===== src/rtl/memprep_pkg.sv =====
// Shared types and helpers for the MEMPREP stage: FSM states, load/store size
// encodings and the alignment rule.
package memprep_pkg;

    typedef enum logic [1:0] {
        IDLE = 2'd0,
        REQ  = 2'd1,
        RESP = 2'd2
    } state_t;

    localparam logic [2:0] LSU_B  = 3'b000;
    localparam logic [2:0] LSU_H  = 3'b001;
    localparam logic [2:0] LSU_W  = 3'b010;
    localparam logic [2:0] LSU_BU = 3'b100;
    localparam logic [2:0] LSU_HU = 3'b101;

    // Halfwords need an even address and words a 4-byte aligned one.
    function automatic logic is_misaligned(input logic [2:0] funct3, input logic [1:0] off);
        logic mis;
        mis = 1'b0;
        case (funct3)
            LSU_H, LSU_HU: mis = off[0];
            LSU_W:         mis = (off != 2'b00);
            default:       mis = 1'b0;
        endcase
        return mis;
    endfunction

endpackage


===== src/rtl/memprep_stage_lsu_align.sv =====
// Byte-lane steering: store byte enables and replicated write data, plus
// extraction and sign/zero extension of the load response word.
module lsu_align
    import memprep_pkg::*;
(
    input  logic [2:0]  funct3,
    input  logic [1:0]  off,
    input  logic [31:0] store_data,
    input  logic [31:0] rdata,
    output logic [3:0]  be,
    output logic [31:0] wdata,
    output logic [31:0] load_data
);

    logic [31:0] shifted;
    logic signed [7:0]  load_byte;
    logic signed [15:0] load_half;

    // Move the addressed byte/half down to lane 0 before extending.
    assign shifted   = rdata >> {off, 3'b000};
    assign load_byte = shifted[7:0];
    assign load_half = shifted[15:0];

    always_comb begin
        be    = 4'hF;
        wdata = store_data;
        case (funct3[1:0])
            2'b00: begin
                be    = 4'b0001 << off;
                wdata = {4{store_data[7:0]}};
            end
            2'b01: begin
                be    = 4'b0011 << off;
                wdata = {2{store_data[15:0]}};
            end
            default: begin
                be    = 4'hF;
                wdata = store_data;
            end
        endcase
    end

    always_comb begin
        load_data = rdata;
        case (funct3)
            LSU_B:   load_data = 32'($signed(load_byte));
            LSU_H:   load_data = 32'($signed(load_half));
            LSU_BU:  load_data = {24'd0, shifted[7:0]};
            LSU_HU:  load_data = {16'd0, shifted[15:0]};
            LSU_W:   load_data = rdata;
            default: load_data = rdata;
        endcase
    end

endmodule


===== src/rtl/memprep_stage.sv =====
// MEMPREP stage: drives the data-memory request/response bus, stalls upstream
// while a transaction is outstanding and registers results towards WB.
module memprep_stage
    import memprep_pkg::*;
#(
    parameter int ADDR_W = 32
) (
    input  logic              clk,
    input  logic              rst,
    input  logic              invalid_MEMPREP,
    input  logic [31:0]       pc4_MEMPREP,
    input  logic [3:0]        rd_MEMPREP,
    input  logic [31:0]       alu_result_MEMPREP,
    input  logic              regfile_we_MEMPREP,
    input  logic [1:0]        rd_data_sel_MEMPREP,
    input  logic              mem_read_MEMPREP,
    input  logic              mem_write_MEMPREP,
    input  logic [2:0]        funct3_MEMPREP,
    input  logic [31:0]       store_data_MEMPREP,
    output logic              stall_MEMPREP,
    output logic              dmem_req_valid,
    input  logic              dmem_req_ready,
    output logic [ADDR_W-1:0] dmem_addr,
    output logic              dmem_we,
    output logic [3:0]        dmem_be,
    output logic [31:0]       dmem_wdata,
    input  logic              dmem_rvalid,
    input  logic [31:0]       dmem_rdata,
    output logic              invalid_WB,
    output logic [31:0]       pc4_WB,
    output logic [3:0]        rd_WB,
    output logic [31:0]       alu_result_WB,
    output logic              regfile_we_WB,
    output logic [1:0]        rd_data_sel_WB,
    output logic [31:0]       load_data_WB,
    output logic              misaligned_WB
);

    state_t      state;
    logic [1:0]  off;
    logic        mem_op;
    logic        misaligned;
    logic        valid_op;
    logic        is_store;
    logic        accept;
    logic        complete;
    logic [31:0] load_data;

    assign off        = alu_result_MEMPREP[1:0];
    assign mem_op     = !invalid_MEMPREP && (mem_read_MEMPREP || mem_write_MEMPREP);
    assign misaligned = mem_op && is_misaligned(funct3_MEMPREP, off);
    assign valid_op   = mem_op && !misaligned;
    // A write flag always wins, so read+write together behaves as a store.
    assign is_store   = mem_write_MEMPREP;

    lsu_align u_align (
        .funct3     (funct3_MEMPREP),
        .off        (off),
        .store_data (store_data_MEMPREP),
        .rdata      (dmem_rdata),
        .be         (dmem_be),
        .wdata      (dmem_wdata),
        .load_data  (load_data)
    );

    // Upstream is frozen while stalled, so the request fields stay stable in REQ.
    assign dmem_addr      = {alu_result_MEMPREP[ADDR_W-1:2], 2'b00};
    assign dmem_we        = is_store;
    assign dmem_req_valid = (state == REQ) || ((state == IDLE) && valid_op && !rst);
    assign accept         = dmem_req_valid && dmem_req_ready;

    always_comb begin
        complete = 1'b1;
        case (state)
            IDLE:    complete = !valid_op || (is_store && accept);
            REQ:     complete = is_store && accept;
            RESP:    complete = dmem_rvalid;
            default: complete = 1'b1;
        endcase
    end

    assign stall_MEMPREP = !rst && !complete;

    always_ff @(posedge clk) begin
        if (rst) begin
            state <= IDLE;
        end else begin
            case (state)
                IDLE: begin
                    if (valid_op) begin
                        if (!dmem_req_ready) state <= REQ;
                        else if (!is_store)  state <= RESP;
                    end
                end
                REQ: begin
                    if (dmem_req_ready) state <= is_store ? IDLE : RESP;
                end
                RESP: begin
                    if (dmem_rvalid) state <= IDLE;
                end
                default: state <= IDLE;
            endcase
        end
    end

    // WB register: a bubble while stalled, the full instruction on completion.
    always_ff @(posedge clk) begin
        if (rst) begin
            invalid_WB     <= 1'b1;
            pc4_WB         <= '0;
            rd_WB          <= '0;
            alu_result_WB  <= '0;
            regfile_we_WB  <= 1'b0;
            rd_data_sel_WB <= '0;
            load_data_WB   <= '0;
            misaligned_WB  <= 1'b0;
        end else if (stall_MEMPREP) begin
            invalid_WB     <= 1'b1;
            regfile_we_WB  <= 1'b0;
            misaligned_WB  <= 1'b0;
        end else begin
            invalid_WB     <= invalid_MEMPREP;
            pc4_WB         <= pc4_MEMPREP;
            rd_WB          <= rd_MEMPREP;
            alu_result_WB  <= alu_result_MEMPREP;
            regfile_we_WB  <= regfile_we_MEMPREP && !invalid_MEMPREP && !misaligned;
            rd_data_sel_WB <= rd_data_sel_MEMPREP;
            load_data_WB   <= (state == RESP) ? load_data : 32'd0;
            misaligned_WB  <= misaligned;
        end
    end

endmodule


===== config.mk =====
export PLATFORM = sky130hd
export DESIGN_NAME = memprep_stage
export DESIGN_NICKNAME = d
export VERILOG_FILES = /design/src/rtl/memprep_pkg.sv /design/src/rtl/memprep_stage_lsu_align.sv /design/src/rtl/memprep_stage.sv
export SDC_FILE = /design/constraint.sdc
export NUM_CORES = 1
export LEC_CHECK = 0
export ABC_AREA = 1
export BUFFER_PORTS_ARGS = -buffer_cell sky130_fd_sc_hd__buf_2
export CAP_MARGIN = 0
export CORE_AREA = 2 2 126 128
export DETAILED_ROUTE_END_ITERATION = 8
export DIE_AREA = 0 0 128 130
export PLACE_DENSITY = 0.69
export SETUP_SLACK_MARGIN = 0.05
export SYNTH_ARGS = -nofsm -noshare
export SYNTH_HDL_FRONTEND = slang
export SYNTH_SLANG_ARGS = --single-unit
export TNS_END_PERCENT = 50

===== constraint.sdc =====
create_clock -name clk -period 1.7 [get_ports clk]
set_input_delay 0.34 -clock clk [delete_from_list [all_inputs] [get_ports clk]]
set_output_delay 0.34 -clock clk [all_outputs]
set_load 0.1 [all_outputs]

==> results of run 1 <==
==> worst max-delay path, stage by stage, from the launching register on <==
cell	delay (ps)
dfxtp_2	350
nor2_1	230
a21oi_4	110
nand3_4	130
clkinv_8	60
buf_12	160
==> routing by layer <==
layer / vias up / global-route usage / share of wire
met2: 287 / 0.353 / 0.49
met4: 0 / 0.0847 / 0.026
met3: 32 / 0.0525 / 0.078
li1: 3035 / - / -
met1: 2657 / 0.240 / 0.40
met5: - / 0 / 0
==> area by class of cell <==
cell class,count,share of cell area
well taps,192,0.0296
clock inverters,7,0.0103
diodes,1,0.000308
flip-flops and latches,107,0.264
multi-input cells,553,0.316
repair inverters,1,0.000924
inverters,48,0.0262
clock buffers,9,0.0277
repair buffers,378,0.325
==> placed cells by master, fill, tap and decap left out, types with 3 or more instances in the layout <==
master | netlist | routed
o21ai_0 | 28 | 18
nand2_4 | 2 | 3
nand2_2 | 2 | 11
buf_4 | 42 | 46
nor2_1 | 30 | 27
inv_1 | 43 | 39
dfxtp_1 | 107 | 105
clkinv_8 | 0 | 4
buf_2 | 20 | 285
nand3_1 | 25 | 25
nand2_1 | 394 | 383
inv_2 | 4 | 4
o21ai_4 | 0 | 10
buf_6 | 3 | 9
a21oi_1 | 14 | 14
o211ai_1 | 16 | 16
clkbuf_16 | 0 | 11
nand3_2 | 3 | 3
or2_2 | 11 | 11
buf_12 | 0 | 33
nand4_1 | 19 | 19
inv_6 | 0 | 3
==> how the worst max path moves through the flow <==
| stage | startpoint | end | slack, ps | depth (start not counted) |
|---|---|---|---|---|
| floorplan | funct3_MEMPREP[0] | dmem_wdata[24] | -810 | 5 |
| CTS | state[1] | stall_MEMPREP | -60 | 7 |
| global route | state[1] | stall_MEMPREP | -130 | 7 |
| finish | state[0] | stall_MEMPREP | -40 | 5 |
| global placement | mem_write_MEMPREP | regfile_we_WB | -140 | 11 |
| detailed placement | funct3_MEMPREP[1] | regfile_we_WB | -150 | 11 |
==> power groups by stage <==
stage | registers (mW) | logic, mW | clock network, mW
2_1_floorplan | 4.18 | 1.55 | 0
3_3_place_gp | 2.84 | 3.74 | 0
3_5_place_dp | 2.84 | 3.76 | 0
4_1_cts | 2.78 | 3.79 | 2.20
5_1_grt | 2.81 | 4.01 | 2.28
6_report | 2.78 | 3.85 | 2.13
==> flip-flops by register name, indices dropped and copies added (netlist names) <==
| name | cells |
|---|---|
| alu_result_WB | 32 |
| invalid_WB | 1 |
| load_data_WB | 32 |
| misaligned_WB | 1 |
| pc4_WB | 32 |
| rd_WB | 4 |
| rd_data_sel_WB | 2 |
| regfile_we_WB | 1 |
| state | 2 |
==> cell families (layout without fill, tap and decap cells) <==
logic type,Yosys count,count (layout)
DFF,107,107
and+or+nand+nor,488,488
buffers and inverters,129,443
AOI/OAI and AO/OA,63,63
other,1,3
==> timing repair <==
action | in CTS | in global routing
hold buffers | 0 | 0
pin swaps | 6 | 9
gates cloned | 1 | 2
endpoints found under the setup margin | 20 | 81
gates resized for setup | 18 | 22
buffers inserted | 6 | 1
==> reports/qor.csv, run 1 <==
stage,metric,value,unit
status,status,"finished, violations left",
status,violations,negative setup slack,
detailed_routing,drc,0,
finish,final_util,0.527,
critical_path,regToRegEndpoint,regfile_we_WB,
placement,portBuffers,318,
hold_path,hp-class,input pin to flip-flop,
timing,timing.hold.ws,155,ps
clock_tree,cts_root_buffer,clkbuf_16,
critical_path,crit_fanout,6,
detailed_routing,first_pass_iters,8,
finish,drive_gt1_frac,0.410,
clock_tree,clk_transition_reported_paths,80,ps
clock_tree,cts_buffers,9,
finish,layout.area.seq,2140,sq um
detailed_routing,drtAntennaViolNets,0,
pwr,internal-power,4.62,mW
finish,area_growth,55.7,%
synthesis,synth-seq-cells,107,
finish,final_net_count,1243,
pwr,power_density,1080,nW/um^2
hold_path,min-delay-start,pc4_MEMPREP[17],
job,max_cap_violations,0,
detailed_routing,wl_per_cell,14.2,um
critical_path,required,1360,ps
detailed_routing,drt-total-wl,18400,um
placement,pre_cts_slack,-147,ps
global_route,grt-ovfl-total,0,
global_route,grt_max_degree,51,
synthesis,synth_simple_gate_area_frac,0.382,
detailed_routing,vias,6011,
synthesis,synth_top_area_cell,dfxtp_1,
placement,placed_cell_area,7580,sq um
timing,setup_violations,2,
pwr,comb_power_share,0.439,
floorplan,io_pins,321,
timing,fin_crit,1740,ps
pwr,power.leakage,4.55,nW
synthesis,synth_top_family_by_area,simple AND/OR/NAND/NOR gates,
global_route,antenna_found_initial,1,
detailed_routing,viasPerCell,4.64,
finish,multi_input_area,2560,sq um
timing,report.final.hold_viol_count,0,
synthesis,synthCells,788,
clock_tree,htreeDepth,3,
critical_path,critical_path_class,flip-flop to output port,
critical_path,cp-start-kind,flip-flop,
clock_tree,cts_tree,built,
global_route,grt_pass1_vias,5334,
synthesis,yosysTopAreaCellShare,0.411,
critical_path,cp-end-kind,output port,
floorplan,core,15400,sq um
synthesis,synthAdderAreaFrac,0,
critical_path,rrSetupSlack,-10,ps
timing,tightest_slew,524,ps
critical_path,ff2ff_path_depth,8,
finish,final_cell_area,8120,sq um
timing,rsz0062_at_grt,true,
synthesis,synth_ff_type,dfxtp_1,
critical_path,arrival,1400,ps
hold_path,hold-path-cell-count,3,
pwr,pwr-share-clk,0.243,
pwr,swShare,0.472,
floorplan,fp.dieW,128,um
synthesis,seq_area_frac_synth,0.411,
floorplan,row_count,46,
synthesis,synthTopCellsByArea,"dfxtp_1, nand2_1, buf_4, inv_1, o21ai_0",
timing,max_freq,574,MHz
synthesis,synthesis.area,5220,sq um
finish,fillerInstances,1467,
clock_tree,clock_sinks,107,
pwr,total_power,8.76,mW
timing,slew_headroom,0.653,
finish,fin_cells,1296,
synthesis,synthMuxAreaShare,0,
placement,dpl.hpwl,14100,um
synthesis,ys_warn_count,0,
synthesis,synthXorXnorAreaFrac,0,
pwr,switchingPower,4.14,mW
timing,slew_violations,0,
synthesis,synth_cell_types,27,
hold_path,min_to,pc4_WB[17],
global_route,grt_pass1_wl,26600,um
placement,placedCellCount,1270,
synthesis,synth_compound_area_frac,0.0743,
global_route,grt_use_total,0.203,
floorplan,dieArea,16600,sq um
timing,clock_skew,11.3,ps
synthesis,synth_most_common_cell,nand2_1,
pwr,pwr-share-seq,0.318,
clock_tree,cts_buffer_depth,2,
critical_path,timing.rr.start,state[0],
clock_tree,worstSkewPairLatency,360,ps
timing,worst_slack,-42.6,ps
timing,period_share,1.03,
pwr,ir_worst_vdd,0.000525,V
synthesis,synth.avg_cell_area,6.62,sq um
timing,final.setup.tns,-50.6,ps
synthesis,async_reset_ff_frac,0,
synthesis,synth_commonest_cells,"nand2_1, dfxtp_1, inv_1, buf_4, nor2_1",
placement,routabilityCongestion,0.875,
floorplan,start_util,0.338,
detailed_routing,drtIter0Drc,286,
synthesis,synth_edf_count,0,
floorplan,die_h,130,um
(Power assumes the default switching activity.)
==> inputs of run 2 (changes only) <==
RECOVER_POWER = 25   (was default)
REMOVE_ABC_BUFFERS = 1   (was default)
==> run 2 against run 1 <==
  * The run still ends with negative setup slack left
  * Clock skew decreased by 0.73 ps
  * Global-route usage increased by 0.63 points
  * Combinational power increased by 4%
  * Sequential power about the same
  * Maximum frequency decreased by 4.0%
  * First-iteration DRC count decreased by 2.8%
  * Highest routed layer is now met5
  * Final area increased by 2.5%
  * Power increased by 2.2%
  * Sequential share of layout area decreased by 0.65 points
  * Critical endpoint is now dmem_wdata[28]
  * Sequential cell count unchanged
  * Register-to-register slack about the same
==> reports/qor.csv, run 2 (synthesis results as in run 1) <==
stage,metric,value,unit
critical_path,ff2ff_path_depth,11,
critical_path,critPathLaunch,funct3_MEMPREP[1],
finish,multi_input_area,2560,sq um
floorplan,fp.dieW,128,um
pwr,power_density,1080,nW/um^2
timing,period_share,1.07,
detailed_routing,viasPerCell,4.68,
detailed_routing,drt-total-wl,19900,um
detailed_routing,wl_per_cell,15.2,um
critical_path,slowest_stage,o211ai_1,
critical_path,cp-start-kind,input pin,
floorplan,io_pins,321,
global_route,grt_pass1_vias,5381,
pwr,ir_worst_vdd,0.000547,V
finish,layout.area.seq,2140,sq um
global_route,grt-ovfl-total,0,
timing,slew_violations,0,
placement,placedCellCount,1264,
clock_tree,cts_root_buffer,clkbuf_16,
critical_path,rrSetupSlack,-10,ps
timing,rsz0062_at_grt,true,
clock_tree,cts_buffer_depth,2,
timing,report.final.hold_viol_count,0,
clock_tree,cts_hold_buf,0,
clock_tree,htreeDepth,3,
finish,drive_gt1_frac,0.428,
detailed_routing,first_pass_iters,4,
finish,reg.largest.list,"alu_result_WB: 32 flops, load_data_WB: 32 flops, pc4_WB: 32 flops",
status,violations,negative setup slack,
floorplan,start_util,0.338,
pwr,power.leakage,4.66,nW
finish,area_growth,59.6,%
floorplan,core,15400,sq um
critical_path,crit_fanout,8,
floorplan,row_count,46,
finish,final_net_count,1254,
clock_tree,cts_buffers,9,
timing,max_freq,551,MHz
hold_path,hp-class,input pin to flip-flop,
global_route,grt_use_total,0.210,
critical_path,worstPathCellList,buf_8 > nor2_4 > buf_6 > clkinvlp_4 > o211ai_1 > clkbuf_16,
finish,mostFrequentLayoutCell,nand2_1,
finish,fillerInstances,1499,
timing,setup_violations,14,
detailed_routing,vias,6125,
detailed_routing,drc,0,
floorplan,dieArea,16600,sq um
clock_tree,clock_sinks,107,
job,max_cap_violations,0,
clock_tree,clk_transition_reported_paths,80,ps
global_route,grt_pass1_wl,27100,um
timing,worst_slack,-115,ps
critical_path,critical_path_class,input pin to output port,
timing,slew_headroom,0.626,
global_route,grt_max_degree,42,
clock_tree,cts_tree,built,
detailed_routing,drtIter0Drc,278,
critical_path,crit_path_end,dmem_wdata[28],
critical_path,timing.rr.start,state[1],
timing,tightest_slew,564,ps
placement,dpl.hpwl,13900,um
finish,layout_common_cells,"nand2_1, buf_2, dfxtp_1",
timing,fin_crit,1820,ps
critical_path,cp-end-kind,output port,
status,status,"finished, violations left",
critical_path,regToRegEndpoint,misaligned_WB,
timing,clock_skew,10.6,ps
critical_path,required,1360,ps
timing,timing.hold.ws,170,ps
critical_path,cp_slowest_stage_delay,350,ps
timing,final.setup.tns,-445,ps
global_route,antenna_found_initial,3,
placement,routabilityCongestion,0.913,
critical_path,arrival,1480,ps
floorplan,die_h,130,um
finish,fin_cells,1308,
clock_tree,worstSkewPairLatency,350,ps
placement,portBuffers,318,
detailed_routing,drtAntennaViolNets,0,
## run 2: cell type report
class                   count  area share
well taps                 192      0.0289
diodes                      2    0.000601
repair buffers            389       0.344
multi-input cells         553       0.307
inverters                  48      0.0240
repair inverters            1    0.000902
clock buffers              10      0.0275
flip-flops and latches    107       0.258
clock inverters             6     0.00887
## run 2: through the flow
step | power [mW] | worst slack, ps | instance area, sq um | util
6_report | 8.95 | -115 | 8330 | 0.540
5_1_grt | 9.28 | -156 | 8330 | 0.540
4_1_cts | 8.79 | -137 | 7900 | 0.512
3_5_place_dp | 6.56 | -177 | 7410 | 0.481
3_3_place_gp | 6.54 | -175 | 7410 | 0.481
2_1_floorplan | 5.14 | -1710 | 4710 | -
## run 2: worst min-delay path by stage
stage / endpoint / cells after the start / slack [ps] / startpoint
after detailed placement: load_data_WB[5] / 2 / 430 / load_data_WB[5]
after global placement: alu_result_WB[25] / 2 / 430 / alu_result_WB[25]
after global routing: rd_data_sel_WB[0] / 3 / 160 / rd_data_sel_MEMPREP[0]
after CTS: rd_WB[1] / 3 / 160 / rd_MEMPREP[1]
final: pc4_WB[11] / 3 / 170 / pc4_MEMPREP[11]
after floorplan: state[0] / 1 / 410 / rst
## run 2: worst max-delay path: cells and delay by family
family	cells	cell delay, ps
buffers and inverters	4	650
AND/OR/NAND/NOR	1	130
AO/OA/AOI/OAI	1	350
## run 2: power by group
part           switching (mW)  leakage (nW)  total [mW]  internal, mW
sequential             0.0850         0.880        2.78          2.70
clock                    1.01         0.141        2.17          1.16
combinational            3.03          3.64        4.00         0.969
total                    4.13          4.66        8.95          4.83
## run 2: per-layer routing
layer  vias to the layer above  wire length (um)  track usage
met2                       269             10400        0.385
met1                      2747              7610        0.224
li1                       3068                 -            -
met4                         2               564        0.106
met3                        39              1380       0.0525
met5                         -                13            0
## run 2: repair_timing
item,CTS,global route
gates cloned,1,12
pin swaps,13,24
resized for setup,52,39
setup buffers,4,10
endpoints found under the setup margin,29,123
hold endpoints to repair,0,0
